### src/rtl/periph_bridge_pkg.sv
// Shared definitions for the 0x2xxx_xxxx peripheral bridge: FSM state type, error
// completion data and the slot-index-to-one-hot helper.
package periph_bridge_pkg;

    typedef enum logic [1:0] {
        StIdle,
        StAccess,
        StWait,
        StResp
    } state_e;

    localparam logic [31:0] ERR_DATA_UNMAPPED = 32'h0000_0000;
    localparam logic [31:0] ERR_DATA_TIMEOUT  = 32'hFFFF_FFFF;

    localparam int unsigned MAX_SLOTS = 32;

    function automatic logic [MAX_SLOTS-1:0] slot_to_onehot(input logic [4:0] idx);
        return MAX_SLOTS'(1) << idx;
    endfunction

endpackage

### src/rtl/periph_bridge_timer.sv
// WAIT-state watchdog for periph_bridge: cleared by load_i, counts while en_i, and flags
// expire_o during the LIMIT-th enabled cycle.
module periph_bridge_timer
    import periph_bridge_pkg::*;
#(
    parameter int unsigned LIMIT = 255
) (
    input  logic clk,
    input  logic reset_i,
    input  logic load_i,
    input  logic en_i,
    output logic expire_o
);

    localparam int unsigned CW = $clog2(LIMIT + 1);

    logic [CW-1:0] r_cnt;

    always_ff @(posedge clk) begin
        if (reset_i || load_i) begin
            r_cnt <= '0;
        end else if (en_i) begin
            r_cnt <= r_cnt + CW'(1);
        end
    end

    assign expire_o = en_i && (r_cnt == CW'(LIMIT - 1));

endmodule

### src/rtl/periph_bridge.sv
// Registered CPU-to-peripheral bridge: decodes one request to a slot, strobes sel_o, waits
// for pready_i and returns data. Optional WAIT timeout under PERIPH_BRIDGE_TIMEOUT_EN.
module periph_bridge
    import periph_bridge_pkg::*;
#(
    parameter int unsigned NUM_SLOTS   = 4,
    parameter int unsigned SLOT_BITS   = 2,
    parameter int unsigned SLOT_LSB    = 12,
    parameter logic [3:0]  BASE_NIBBLE = 4'h2,
    parameter int unsigned PADDR_W     = 12,
    parameter int unsigned TIMEOUT_CYC = 255
) (
    input  logic                      clk,
    input  logic                      reset_i,
    input  logic                      req_i,
    input  logic [31:0]               addr_i,
    input  logic                      we_i,
    input  logic [3:0]                wr_mask_i,
    input  logic [31:0]               data_i,
    output logic [31:0]               data_o,
    output logic                      ready_o,
    output logic                      err_o,
    output logic                      busy_o,
    output logic [NUM_SLOTS-1:0]      sel_o,
    output logic                      pwe_o,
    output logic [PADDR_W-1:0]        paddr_o,
    output logic [31:0]               pwdata_o,
    output logic [3:0]                pmask_o,
    input  logic [NUM_SLOTS*32-1:0]   prdata_i,
    input  logic [NUM_SLOTS-1:0]      pready_i
);

    state_e               r_state, w_state_d;
    logic [SLOT_BITS-1:0] r_slot;
    logic                 r_we;
    logic [PADDR_W-1:0]   r_paddr;
    logic [31:0]          r_wdata;
    logic [3:0]           r_mask;
    logic [31:0]          r_rdata, w_rdata_d;
    logic                 r_err, w_err_d;

    logic                 w_in_region;
    logic [SLOT_BITS-1:0] w_slot;
    logic                 w_slot_ok;
    logic                 w_latch;
    logic                 w_pready;
    logic [31:0]          w_prdata;
    logic                 w_unused;

    assign w_in_region = (addr_i[31:28] == BASE_NIBBLE);
    assign w_slot      = addr_i[SLOT_LSB +: SLOT_BITS];
    assign w_slot_ok   = (32'(w_slot) < NUM_SLOTS);
    // Only the nibble, slot field and offset are decoded; the rest is don't-care.
    assign w_unused    = ^{addr_i, 32'(TIMEOUT_CYC)};

    // Only the latched slot's handshake and data are observed.
    always_comb begin
        w_pready = 1'b0;
        w_prdata = '0;
        for (int k = 0; k < int'(NUM_SLOTS); k++) begin
            if (r_slot == SLOT_BITS'(k)) begin
                w_pready = pready_i[k];
                w_prdata = prdata_i[k*32 +: 32];
            end
        end
    end

`ifdef PERIPH_BRIDGE_TIMEOUT_EN
    logic w_expire;
    logic w_tmr_load;
    logic w_tmr_en;

    assign w_tmr_load = w_latch && w_slot_ok;
    assign w_tmr_en   = (r_state == StWait);

    periph_bridge_timer #(
        .LIMIT(TIMEOUT_CYC)
    ) u_timer (
        .clk     (clk),
        .reset_i (reset_i),
        .load_i  (w_tmr_load),
        .en_i    (w_tmr_en),
        .expire_o(w_expire)
    );
`endif

    always_comb begin
        w_state_d = r_state;
        w_rdata_d = r_rdata;
        w_err_d   = r_err;
        w_latch   = 1'b0;
        unique case (r_state)
            StIdle: begin
                if (req_i && w_in_region) begin
                    w_latch = 1'b1;
                    if (w_slot_ok) begin
                        w_state_d = StAccess;
                    end else begin
                        w_state_d = StResp;
                        w_rdata_d = ERR_DATA_UNMAPPED;
                        w_err_d   = 1'b1;
                    end
                end
            end
            StAccess, StWait: begin
                if (w_pready) begin
                    w_state_d = StResp;
                    w_rdata_d = r_we ? 32'h0 : w_prdata;
                    w_err_d   = 1'b0;
                end else if (r_state == StAccess) begin
                    w_state_d = StWait;
                end
`ifdef PERIPH_BRIDGE_TIMEOUT_EN
                else if (w_expire) begin
                    w_state_d = StResp;
                    w_rdata_d = ERR_DATA_TIMEOUT;
                    w_err_d   = 1'b1;
                end
`endif
            end
            StResp:  w_state_d = StIdle;
            default: w_state_d = StIdle;
        endcase
    end

    always_ff @(posedge clk) begin
        if (reset_i) begin
            r_state <= StIdle;
            r_slot  <= '0;
            r_we    <= 1'b0;
            r_paddr <= '0;
            r_wdata <= '0;
            r_mask  <= '0;
            r_rdata <= '0;
            r_err   <= 1'b0;
        end else begin
            r_state <= w_state_d;
            r_rdata <= w_rdata_d;
            r_err   <= w_err_d;
            if (w_latch) begin
                r_slot  <= w_slot;
                r_we    <= we_i;
                r_paddr <= addr_i[PADDR_W-1:0];
                r_wdata <= data_i;
                r_mask  <= wr_mask_i;
            end
        end
    end

    assign ready_o  = (r_state == StResp);
    assign data_o   = ready_o ? r_rdata : 32'h0;
    assign err_o    = ready_o && r_err;
    assign busy_o   = (r_state != StIdle);
    assign sel_o    = (r_state == StAccess) ? NUM_SLOTS'(slot_to_onehot(5'(r_slot))) : '0;
    assign pwe_o    = r_we;
    assign paddr_o  = r_paddr;
    assign pwdata_o = r_wdata;
    assign pmask_o  = r_mask;

endmodule

### config.mk
export PLATFORM = sky130hd
export DESIGN_NAME = periph_bridge
export DESIGN_NICKNAME = d
export VERILOG_FILES = /design/src/rtl/periph_bridge_pkg.sv /design/src/rtl/periph_bridge_timer.sv /design/src/rtl/periph_bridge.sv
export SDC_FILE = /design/constraint.sdc
export NUM_CORES = 1
export LEC_CHECK = 0
export CAP_MARGIN = 20
export CELL_PAD_IN_SITES_DETAIL_PLACEMENT = 2
export CELL_PAD_IN_SITES_GLOBAL_PLACEMENT = 2
export CORE_MARGIN = 5
export CORE_UTILIZATION = 17
export DETAILED_ROUTE_END_ITERATION = 7
export PLACE_DENSITY = 0.76
export REMOVE_ABC_BUFFERS = 1
export SLEW_MARGIN = 20
export SYNTH_ARGS = -nofsm -noshare
export SYNTH_HDL_FRONTEND = slang
export SYNTH_SLANG_ARGS = --single-unit
export TNS_END_PERCENT = 1
### constraint.sdc
create_clock -name clk -period 1.6 [get_ports clk]
set_clock_uncertainty 0.2 [all_clocks]
set_input_delay 0.24 -clock clk [delete_from_list [all_inputs] [get_ports clk]]
set_output_delay 0.24 -clock clk [all_outputs]
set_load 0.02 [all_outputs]
Word level (Yosys, flattened, before mapping) --
Cells that the tools add are included.
Cells by class: equal/unequal tests 9, shifts and indexed selects 1, multiplexer cells 17, reductions and logical operators 7
Operator list (count):
- 32-bit two-way mux | 6
- 2-bit == test, second input constant | 4
- 1-bit two-way mux | 6
- 2-bit two-way mux | 3
- 2-bit case mux with 3 select lines | 1
- 2-bit by 1-bit == test with 1-bit output, second input constant | 2
- 4-bit by 2-bit == test with 1-bit output, second input constant | 1
- 2-bit logical NOT | 2
- 4-bit two-way mux | 1
- 2-bit AND reduction | 2
- 1-bit by 2-bit << shifter with 4-bit output, first input constant | 1
- 3-bit inequality test, second input constant | 1
- 2-bit inequality test, second input constant | 1
- 2-bit nonzero test | 1
- 2-bit OR reduction | 1
- 1-bit logical AND | 1
Storage, ports and cells: flip-flop bits (word level) 85, output and inout port bits 88, word-level logic and storage cells 41

Longest topological paths before layout --
Gate-level depths: netlist (run 1).
depth after elaboration 7, mapped depth 7, depth with buffers taken out 6

Least setup slack after synthesis (run 1) --
No wires, ideal clock.
path kind flip-flop to flip-flop, start point register r_state[0], end point register r_rdata[0], data arrival time 1.413 ns, setup slack -0.130 ns, stages on the path, launching flop included 7, path through dfxtp_1 > inv_1 > ha_1 > and4bb_1 > buf_6 > buf_8 > a22o_1
Between the ends: cells in the longest elaborated chain, start to end 3, elaborated cells on any way between the ends 4, classes of those cells 2 x eq/ne; 2 x reduce/logical
RTL lines:
- from (decl) | RTL line periph_bridge.sv:33 | state_e r_state, w_state_d;
- from (signal assigned) | RTL line periph_bridge.sv:128 | r_state <= StIdle;
- from (signal assigned) | RTL line periph_bridge.sv:137 | r_state <= w_state_d;
- 2-bit by 1-bit == test with 1-bit output / 2-bit == test (equally long branches) | RTL line periph_bridge.sv:92 | unique case (r_state)
- 2-bit OR reduction (*) | RTL line periph_bridge.sv:92
- 2-bit AND reduction (no source line) (*)
- to (signal assigned) | RTL line periph_bridge.sv:138 | r_rdata <= w_rdata_d;
- to (decl) | RTL line periph_bridge.sv:39 | logic [31:0] r_rdata, w_rdata_d;
Mark *: on every way between the ends. The rest lies on a longest branch, timed or not. A chain may end at the register's enable or synchronous reset.

Final worst setup path (run 1) --
start point register r_state[0], end point output data_o[21]
Between the ends: cells in the longest elaborated chain, start to end 2
RTL lines:
- 2-bit == test | RTL line periph_bridge.sv:150 | assign ready_o = (r_state == StResp);
- 32-bit two-way mux | RTL line periph_bridge.sv:151 | assign data_o = ready_o ? r_rdata : 32'h0;
- to (decl) | RTL line periph_bridge.sv:20 | output logic [31:0] data_o,
Every way passes these cells.

==> flow_summary.json, run 1 <==
{
  "status": "finished with violations",
  "violations": "negative setup slack",
  "fin_nets": 912,
  "die_w_um": 164,
  "setup_viol": 123,
  "clk_path_buf_depth": 2,
  "synthArstFlopShare": 0,
  "pin_count": 292,
  "dr.pass1.iters": 4,
  "drive_gt1_frac": 0.269,
  "postRouteAntennaNets": 0,
  "max_freq_mhz": 540,
  "grt_pass1_wl_um": 29900,
  "drt-total-wl_um": 20600,
  "clkTransAtPathRegs_ps": 70,
  "critPathRequiredTime_ps": 1160,
  "max_cap_violations": 0,
  "final_cell_mix": "clkdlybuf4s50_1, nand2_1, dfxtp_1",
  "slew_violations": 0,
  "grt_max_degree": 52,
  "leakagePower_nw": 3.20,
  "cts_tree": "yes",
  "die_y_um": 164,
  "power_density_mw_per_mm2": 831,
  "synth_edf_count": 0,
  "fin_crit_sh": 1.16,
  "ctsHtreeMaxLevel": 3,
  "yosysSeqAreaShare": 0.421,
  "worst_path_dominant_cell_family": "flip-flops",
  "grt_overflow": 0,
  "crit_chain": "ha_4 -> buf_16 -> and2_1 -> buf_6",
  "clk_latency_ps": 340,
  "drt-initial-drc-count": 117,
  "path_class": "reg2out",
  "antenna_found_initial": 1,
  "cts_buffers": 9,
  "post-route-min-period_ps": 1850,
  "postSynthCellCount": 404,
  "worst_hold_path_type": "in2reg",
  "n_antenna_cell": 0,
  "cp.buffers_inverters": 2,
  "synthesis.area_mm2": 0.00405,
  "final_common_cell": "clkdlybuf4s50_1",
  "cp_max_fo": 17,
  "vias_per_cell": 4.31,
  "synth_ff_type": "dfxtp_1",
  "port_buffers": 276,
  "syn2layout_area_growth_pct": 101,
  "drc": 0,
  "coreArea_mm2": 0.0235,
  "wl_per_cell_um": 20.0,
  "grt_pass1_vias": 4859,
  "cp.arrival_ps": 1410,
  "num_rows": 56,
  "dp_hpwl_um": 15400,
  "initial_core_util": 0.172,
  "cp_slowest_stage_delay_ps": 380,
  "crit_path_end_kind": "output port",
  "num_vias": 4433,
  "gp_congestion": 0.744,
  "fin_util": 0.347,
  "hold_viol_final": 0,
  "slowest_stage": "dfxtp_4",
  "ys_warn_count": 0,
  "critPathLaunchType": "flip-flop",
  "fin_ws_ps": -250,
  "fin_area_mm2": 0.00814,
  "rsz0062_at_grt": "true",
  "ys_ff_latch": 85,
  "avgSynthCellArea_um2": 10.0,
  "yosysUniqueCellTypes": 33,
  "root_buffer": "clkbuf_16",
  "place_area_mm2": 0.00741,
  "track_usage": 0.145,
  "peakVddDrop_mv": 0.472,
  "clock_sinks": 85,
  "dieArea_mm2": 0.0270
}
## logic make-up (layout without fill, tap and decap cells)
| logic type | after synthesis | in the layout | share of synthesized area |
|---|---|---|---|
| simple gates | 150 | 150 | 0.173 |
| compound gates | 90 | 90 | 0.143 |
| flops | 85 | 85 | 0.421 |
| buf+inv | 39 | 345 | 0.0575 |
| mux | 36 | 36 | 0.195 |
| fa+ha+maj | 3 | 3 | 0.00928 |
| other cells | 1 | 1 | 0.000927 |
## layer usage
| metal | wire (um) | part of all wire | up-vias | global-route usage |
|---|---|---|---|---|
| met5 | 13 | 0.00063 | - | 0 |
| met4 | 240 | 0.012 | 2 | 0.0282 |
| met3 | 2500 | 0.12 | 17 | 0.0740 |
| met2 | 9990 | 0.49 | 214 | 0.255 |
| met1 | 7850 | 0.38 | 2162 | 0.159 |
| li1 | - | - | 2038 | - |
## sequential cells by signal, summed over array words and instances (netlist names)
register	flops
paddr_o	12
pmask_o	4
pwdata_o	32
pwe_o	1
r_rdata	32
r_slot	2
r_state	2
## report_power, final
group | switching [W] | internal (W)
Sequential | 0.000150 | 0.00233
Combinational | 0.000785 | 0.00112
Clock | 0.000986 | 0.00140
Total | 0.00192 | 0.00484
## area by class of cell
type                    count  area, um2
fillers                  2572      15300
repair buffers            325       3350
multi-input cells         280       2330
flip-flops and latches     85       1710
well taps                 319        399
clock buffers               9        225
clock inverters             7        103
inverters                   4       20.0
## cells in the mapped netlist, types with 3 or more instances
library cell	instances	area (um2)
mux2i_1	4	40.0
a22o_1	33	289
ha_1	3	37.5
buf_2	9	45.0
mux4_1	8	210
dfxtp_1	85	1700
nand2_1	103	387
buf_6	5	56.3
mux4_2	24	541
inv_1	4	15.0
a21oi_1	53	265
and2_1	32	200
buf_8	3	45.0
clkbuf_1	16	60.1
## through the flow
| step | TNS, ps | hold slack, ps | worst slack, ps | cells | total power (W) |
|---|---|---|---|---|---|
| 6_report | -22290 | 37.4 | -250 | 1029 | 0.00676 |
| 5_1_grt | -31170 | 24.7 | -317 | 1029 | 0.00712 |
| 4_1_cts | -26110 | 4.77 | -282 | 1025 | 0.00675 |
| 3_5_place_dp | -45960 | 250 | -439 | 1002 | 0.00417 |
| 3_3_place_gp | -41710 | 242 | -370 | 1002 | 0.00412 |
| 2_1_floorplan | -136490 | 109 | -2160 | 369 | 0.00307 |
## path summary, 6_finish.rpt
check	endpoint	cells past startpoint	slack, ps	from
max reg2reg	r_rdata[30]$_SDFFE_PP0P_	3	-250	r_slot[0]$_SDFFE_PP0P_
min	r_state[1]$_SDFFE_PP0P_	2	40	reset_i
min reg2reg	pwdata_o[5]$_SDFFE_PP0P_	2	250	pwdata_o[5]$_SDFFE_PP0P_
max	data_o[21]	4	-250	r_state[0]$_SDFFE_PP0P_
## timing repair
| item | in CTS | in global routing |
|---|---|---|
| setup buffers | 3 | 3 |
| pin swaps | 31 | 18 |
| cloned | 4 | 1 |
| setup endpoints to repair | 172 | 123 |
| hold buffers | 0 | 0 |
| gates resized for setup | 280 | 66 |
Power figures use the tool's default switching activity.
==> inputs of run 2 (changes only) <==
clock period = 1.7 ns   (was 1.6 ns; I/O delays follow)
==> flow_summary.json, run 2 (synthesis results as in run 1) <==
{
  "dp_hpwl_um": 15000,
  "internal-power_w": 0.00425,
  "vias_per_cell": 4.27,
  "cp.arrival_ps": 1390,
  "rsz0062_at_grt": "true",
  "n_antenna_cell": 0,
  "setup_viol": 102,
  "tns_ps": -6210,
  "port_buffers": 276,
  "coreArea_mm2": 0.0235,
  "fin_util": 0.338,
  "die_w_um": 164,
  "drive_gt1_frac": 0.274,
  "gp_congestion": 0.726,
  "hold_viol_final": 0,
  "track_usage": 0.142,
  "drt-total-wl_um": 20300,
  "wl_per_cell_um": 20.0,
  "slowest_stage": "dfxtp_4",
  "pin_count": 292,
  "crit_chain": "ha_4 -> buf_16 -> and2_1 -> buf_4",
  "path_class": "reg2out",
  "postRouteAntennaNets": 0,
  "dieArea_mm2": 0.0270,
  "post-place-ws_ps": -471,
  "crit_path_end_kind": "output port",
  "fin_ws_ps": -147,
  "final_common_cell": "clkdlybuf4s50_1",
  "syn2layout_area_growth_pct": 96.2,
  "violations": "negative setup slack",
  "fin_crit_sh": 1.09,
  "fin_area_mm2": 0.00794,
  "cts_buffers": 9,
  "ctsHtreeMaxLevel": 3,
  "p_switching_w": 0.00176,
  "clock_sinks": 85,
  "die_y_um": 164,
  "slew_violations": 0,
  "num_rows": 56,
  "ctsHoldBuffers": 0,
  "initial_core_util": 0.172,
  "place_area_mm2": 0.00729,
  "max_cap_violations": 0,
  "grt_max_degree": 52,
  "status": "finished with violations",
  "worst_path_dominant_cell_family": "flip-flops",
  "drc": 0,
  "worst_hold_path_type": "in2reg",
  "drt-initial-drc-count": 89,
  "post-route-min-period_ps": 1850,
  "leakagePower_nw": 3.08,
  "final_cell_mix": "clkdlybuf4s50_1, nand2_1, dfxtp_1",
  "clkTransAtPathRegs_ps": 70,
  "cts_tree": "yes",
  "grt_pass1_wl_um": 29100,
  "cp_max_fo": 17,
  "num_vias": 4321,
  "grt_pass1_vias": 4791,
  "clk_path_buf_depth": 2,
  "grt_overflow": 0,
  "fin_nets": 896,
  "root_buffer": "clkbuf_16",
  "dr.pass1.iters": 4,
  "critPathRequiredTime_ps": 1240,
  "seq_power_share": 0.388,
  "peakVddDrop_mv": 0.396,
  "clk_latency_ps": 340,
  "clockPowerShare": 0.321,
  "cp_slowest_stage_delay_ps": 360,
  "nFillCells": 2550,
  "antenna_found_initial": 0,
  "max_freq_mhz": 542,
  "power_density_mw_per_mm2": 757,
  "hold_ws_ps": 64.7,
  "critPathLaunchType": "flip-flop",
  "switching_share": 0.293,
  "combPwrFrac": 0.291,
  "cp.buffers_inverters": 2
}
==> run 2: cell types whose count changed in the layout (fill, tap and decap cells not counted), moves of 4 or more <==
cell / delta
and2_1: -9
and2_4: +9
buf_6: -8
a21oi_1: -5
a21oi_2: +5
buf_4: -5
buf_12: -4
==> run 2: worst paths after layout <==
check / startpoint / endpoint / slack (ps) / cells after the start
setup / recovery: r_state[0]$_SDFFE_PP0P_ / data_o[15] / -150 / 4
hold / removal: reset_i / r_state[1]$_SDFFE_PP0P_ / 60 / 2
setup reg to reg: r_state[0]$_SDFFE_PP0P_ / r_state[0]$_SDFFE_PP0P_ / -120 / 6
hold reg to reg: pwdata_o[15]$_SDFFE_PP0P_ / pwdata_o[15]$_SDFFE_PP0P_ / 250 / 2
==> run 2: through the flow <==
step	total power (W)	cells
finish	0.00601	1013
global route	0.00637	1013
CTS	0.00604	1010
detailed placement	0.00392	990
global placement	0.00387	990
floorplan	0.00289	369
==> run 2: power by group through the flow <==
stage / clock network (W) / registers, W / logic, W
detailed placement: 0 / 0.00235 / 0.00157
CTS: 0.00204 / 0.00232 / 0.00167
global route: 0.00213 / 0.00236 / 0.00189
global placement: 0 / 0.00233 / 0.00153
finish: 0.00193 / 0.00233 / 0.00175
floorplan: 0 / 0.00233 / 0.000564
==> run 2: final cells by class <==
type | instances | area (um2) | share of cell area
timing repair buffer | 309 | 3140 | 0.396
multi-input combinational | 280 | 2380 | 0.299
tap | 319 | 399 | 0.0503
clock buffer | 10 | 239 | 0.0301
inverter | 4 | 20.0 | 0.00252
sequential | 85 | 1710 | 0.216
clock inverter | 6 | 46.3 | 0.00583
==> run 2: repair_timing <==
item / CTS / global route
gates resized for setup: 267 / 87
gates cloned: 3 / 1
setup buffers: 1 / 2
pin swaps: 5 / 44
endpoints found under the hold margin: 0 / 0
setup endpoints to repair: 172 / 123
==> run 2: routing by layer <==
| metal | GRT usage | vias to the layer above | part of all wire |
|---|---|---|---|
| li1 | - | 2008 | - |
| met1 | 0.158 | 2102 | 0.38 |
| met2 | 0.244 | 204 | 0.48 |
| met3 | 0.0770 | 7 | 0.13 |
| met4 | 0.0240 | 0 | 0.0053 |
| met5 | 0 | - | 0 |
